### config.mk
export PLATFORM = sky130hd
export DESIGN_NAME = priority_coder
export DESIGN_NICKNAME = d
export VERILOG_FILES = /design/src/rtl/coder_pkg.sv /design/src/rtl/coder_pick.sv /design/src/rtl/priority_coder.sv
export SDC_FILE = /design/constraint.sdc
export NUM_CORES = 1
export LEC_CHECK = 0
export CAP_MARGIN = 5
export CELL_PAD_IN_SITES_DETAIL_PLACEMENT = 0
export CELL_PAD_IN_SITES_GLOBAL_PLACEMENT = 2
export CORE_MARGIN = 2
export CORE_UTILIZATION = 26
export CTS_CLUSTER_DIAMETER = 120
export DETAILED_ROUTE_END_ITERATION = 8
export PLACE_DENSITY_LB_ADDON = 0.1
export SETUP_SLACK_MARGIN = 0.1
export SLEW_MARGIN = 40
export SYNTH_ARGS = -nofsm -noshare
export SYNTH_HDL_FRONTEND = slang
export SYNTH_HIERARCHICAL = 1
export SYNTH_SLANG_ARGS = --single-unit
### constraint.sdc
create_clock -name clk -period 1.5 [get_ports clk]
set_input_delay 0.3 -clock clk [delete_from_list [all_inputs] [get_ports clk]]
set_output_delay 0.3 -clock clk [all_outputs]
set_load 0.02 [all_outputs]
### src/rtl/coder_pkg.sv
// Shared definitions for the coder family: priority-mode selectors and the
// code-width helper used to size index outputs.
package coder_pkg;

  localparam int MODE_FIXED = 0;
  localparam int MODE_RR    = 1;

  function automatic int code_width(input int n);
    return (n < 2) ? 1 : $clog2(n);
  endfunction

endpackage

### src/rtl/coder_pick.sv
// Combinational masked priority search: highest set bit in fixed mode, or the
// first set bit at or after `start` (wrapping at N-1) in round-robin mode.
module coder_pick #(
  parameter int N = 8,
  parameter int W = 3
) (
  input  logic [N-1:0] vec,
  input  logic [W-1:0] start,
  input  logic         rr,
  output logic [W-1:0] idx,
  output logic         any
);

  // Doubling the vector turns the wrapping search into a linear one.
  logic [2*N-1:0] dbl;
  assign dbl = {vec, vec};

  always_comb begin
    // NOTE: every output gets a default first so no path leaves it unassigned,
    // which would infer a latch; blocking '=' is right for combinational logic.
    idx = '0;
    any = |vec;
    if (rr) begin
      // Descending scan: the last hit written is the lowest position >= start.
      for (int k = 2*N-1; k >= 0; k--) begin
        if (dbl[k] && (k >= int'(start))) begin
          idx = (k >= N) ? W'(k - N) : W'(k);
        end
      end
    end else begin
      for (int i = 0; i < N; i++) begin
        if (vec[i]) idx = W'(i);
      end
    end
  end

endmodule

### src/rtl/priority_coder.sv
// Registered N-to-log2(N) priority encoder with latched requests and a
// valid/ready output stage; selection works only on the pending register.
module priority_coder
  import coder_pkg::*;
#(
  parameter  int N    = 8,
  parameter  int MODE = MODE_FIXED,
  localparam int W    = code_width(N)
) (
  input  logic         clk,
  input  logic         rst,
  input  logic [N-1:0] req,
  output logic [W-1:0] out_code,
  output logic         out_valid,
  input  logic         out_ready,
  output logic [N-1:0] pending
);

  localparam logic [W-1:0] LAST  = W'(N - 1);
  localparam logic         RR_EN = (MODE == MODE_RR);

  logic [W-1:0] ptr;
  logic [W-1:0] start;
  logic [W-1:0] sel_idx;
  logic         sel_any;
  logic         load;
  logic [N-1:0] clr;

  // Wrap explicitly at N-1 so non-power-of-two N never searches phantom slots.
  assign start = (ptr == LAST) ? '0 : ptr + 1'b1;

  coder_pick #(.N(N), .W(W)) u_pick (
    .vec   (pending),
    .start (start),
    .rr    (RR_EN),
    .idx   (sel_idx),
    .any   (sel_any)
  );

  // Depends on out_ready only through registered state being loaded next edge.
  assign load = (!out_valid || out_ready) && sel_any;
  assign clr  = load ? (N'(1) << sel_idx) : '0;

  // NOTE: sequential state uses non-blocking '<=' so every register samples
  // the pre-edge values regardless of statement order.
  always_ff @(posedge clk or posedge rst) begin
    if (rst) begin
      pending   <= '0;
      out_valid <= 1'b0;
      out_code  <= '0;
      ptr       <= LAST;
    end else begin
      // Set wins over clear: a request arriving as its index is granted stays.
      pending <= (pending & ~clr) | req;
      if (load) begin
        out_code  <= sel_idx;
        out_valid <= 1'b1;
        ptr       <= sel_idx;
      end else if (out_ready) begin
        out_valid <= 1'b0;
      end
    end
  end

endmodule

==> results.md <==
- Routed via count: about 940
- R2r endpoint: out_code[2]$_DFFE_PP0P_
- Synth Instances: around 110
- Post-synth cell types: 38
- Status: finished, violations left
- Final Cell Area: 0.001535 sq mm
- Final setup margin: -62.08 ps
- CP Class: reg2reg
- TritonRoute pass-1 iters: 4
- P_int: ~0.0016 W
- DRC viols: 0
- Placed instance count: around 200
- Total CTS buffers: 3
- Initial Utilization: 26.75%
- HP Class: in2async
- RSZ-0062 raised after global routing: true
- Total of max-cap violations: 0
- Reg-to-Reg Start: pending[4]$_DFF_PP0_
- Max-slew violation count: 0
- Final design utilization: between 40% and 50%
- Vias in the first global route: roughly 900
- Vias/cell: ~4.6
- Crit path from: pending[4]$_DFF_PP0_
- GRT Total Usage: between 10% and 20%
- Worst-margin pin slew: 544.9 ps
- Rows: 22
- Final non-filler cell total: 204
- Area grow syn2layout: 59.14%
- Worst-Skew Late Latency: ~250 ps
- Post-synth EDFFs: 0
- Post-synthesis sequential area ratio: 39.30%
- Ys async rst share: between 90% and 100%
- Antenna-violating nets left: 0
- Post-layout min period: around 1600 ps
- Final net count: 170
- Fmax: roughly 640 MHz
- Die H: approximately 65 um
- Sw Share: a little over two fifths
- Main synth FF type: dfrtp_1
- Switching pwr: 0.001254 W
- Crit Path Max Fanout: 5
- Root Buffer: clkbuf_8
- Die width: 64.91 um
- Final Setup Violations: 11
- Worst Setup End Kind: register
- P_leak: about 0.63 nW
- Comb power frac: 62.8%
- Core box area: roughly 0.0036 sq mm
- Reg2Reg Depth: 4
- Final critical-path share of the clock period: 104.1%
- Clk pin slew, worst setup/hold paths: 70 ps
- Gr ovfl total: 0
- Most common cell in the netlist: nor2_1
- Failing checks: negative setup slack
- Fillcell total: ~380
- Area of placed instances: between 0.001 and 0.0015 sq mm
- Dominant cell type by area after synthesis: dfrtp_1
- Layout cell share with drive strength beyond 1: 45.51%
- IO Port Bufs: 22
- Fin. Hold Viols: 0
- First-pass GRT wire length: ~4.2 mm
- CTS Sinks: 15
- Wire per inst: 13.39 um
- Clock buffer depth: 2
- Largest net degree at the start of global routing: 16
- Drt total wl: approximately 2.7 mm
- Placer Congestion: about 0.84
- Area contributors post-synth: dfrtp_1 31%, dfstp_2 8.2%, nor2_1 7.4%
- Power per cell area: 1867 mW/mm^2
- Sequential group share of total power: about a quarter
- #FFs+latches synth: 15
- Maximum VDD drop: about 0.0007 V
- IO Count: 23
- Final HPWL DP: 2.084 mm
- Ant. Diodes: 0
- Critical Path AT: 1700 ps
- Multi-input gate area: between 600 and 700 sq um
- Die area: approximately 0.0042 sq mm
- R2r setup slk: -60 ps
- Top-area cell type share of the netlist area: 31.13%
- Mean Syn Cell Area: 8.850 sq um
- Synth warn: 6
- Syn Std Cell Area: 964.7 sq um
- CTS tree: done
- Number of H-tree levels: 1
- Worst Path Required: about 1600 ps
- Worst clock skew: 6.408 ps
- Startpoint types: register
- Critical Path Sink: out_code[2]$_DFFE_PP0P_
- Post-synth top cells: 19 x nor2_1, 12 x dfrtp_1, 11 x a21oi_1, 5 x nand2b_1
- Initial DRC count: 24
- Clk network pwr share: 11.4%
- Worst slew margin: about 63%
- Sequential cell area: roughly 390 sq um
- Initial antenna violation count: 0
[what timing repair did]
item,CTS,global route
endpoints found under the hold margin,0,0
pin swaps,0,2
setup endpoints to repair,26,16
setup buffers,2,0
resized for setup,34,12
hold buffers,0,0
[power by group through the flow]
stage	clock network, W	registers, W	logic [W]
2_1_floorplan	0	0.000848	0.000984
3_3_place_gp	0	0.000735	0.00172
3_5_place_dp	0	0.000742	0.00171
4_1_cts	0.000344	0.000738	0.00170
5_1_grt	0.000360	0.000761	0.00196
6_report	0.000326	0.000739	0.00180
[cell type report]
class / instances / share of cell area, %
inverter: 4 / 0.9780
multi-input combinational: 90 / 43.60
tap: 48 / 3.912
clock buffer: 3 / 2.689
timing repair buffer: 43 / 23.23
sequential: 15 / 25.26
clock inverter: 1 / 0.3260
[worst min-delay path by stage]
| stage | end | cells past startpoint | slack, ps | startpoint |
|---|---|---|---|---|
| final | pending[1]$_DFF_PP0_ | 3 | 350 | rst |
| after detailed placement | out_code[0]$_DFFE_PP0P_ | 1 | 470 | out_code[0]$_DFFE_PP0P_ |
| after global routing | pending[1]$_DFF_PP0_ | 3 | 370 | rst |
| after floorplan | out_code[0]$_DFFE_PP0P_ | 1 | 200 | rst |
| after global placement | out_code[0]$_DFFE_PP0P_ | 1 | 460 | out_code[0]$_DFFE_PP0P_ |
| after CTS | out_code[1]$_DFFE_PP0P_ | 3 | 360 | rst |
[cells by family (layout without fill, tap and decap cells)]
group / Yosys count / count (layout) / synth area share [%]
other: 1 / 5 / 0.3887
and+or+nand+nor: 43 / 43 / 23.61
muxes: 5 / 5 / 5.707
AOI/OAI and AO/OA: 35 / 35 / 24.12
buffers and inverters: 8 / 51 / 4.279
DFF: 15 / 15 / 39.30
adders and majority gates: 2 / 2 / 2.594
[cell usage in the layout, fill, tap and decap left out, drive strengths merged, types with 3 or more instances in the layout]
master / Yosys / final
buf: 4 / 25
nor2: 19 / 19
dfrtp: 12 / 12
a21oi: 11 / 11
clkdlybuf4s50: 0 / 10
dlygate4sd2: 0 / 6
nand2b: 6 / 6
conb: 1 / 5
o21ai: 5 / 5
nand2: 5 / 5
mux2: 4 / 4
a21o: 4 / 4
nor2b: 4 / 4
inv: 4 / 4
clkbuf: 0 / 3
dfstp: 3 / 3
a211oi: 3 / 3
[metrics by stage]
step	hold slack (ps)	setup WS [ps]	power [W]	setup TNS, ps
floorplan	198.9	-57.07	0.001832	-348.4
global placement	459.5	-83.65	0.002457	-461.4
detailed placement	468.9	-71.10	0.002450	-538.1
CTS	357.7	-58.67	0.002784	-472.1
global route	372.9	-165.8	0.003085	-1484
finish	354.6	-62.08	0.002866	-394.3
[critical path: stages, from the launching register on]
cell     delay, ps
dfrtp_2        460
nor4_4         370
o22ai_2        190
buf_4          180
mux2_4         260
[routing by layer]
layer | up-vias | part of all wire [%] | track usage, %
li1 | 478 | - | -
met1 | 441 | 49 | 17.56
met2 | 16 | 47 | 20.62
met3 | 4 | 2.3 | 1.563
met4 | 0 | 1.4 | 5.851
met5 | - | 0 | 0
[sequential cells by signal, summed over array words and instances (netlist names)]
signal / flops
pending: 8
out_valid: 1
out_code: 3
ptr: 3
Note: power is estimated with default switching activity, not from simulation.
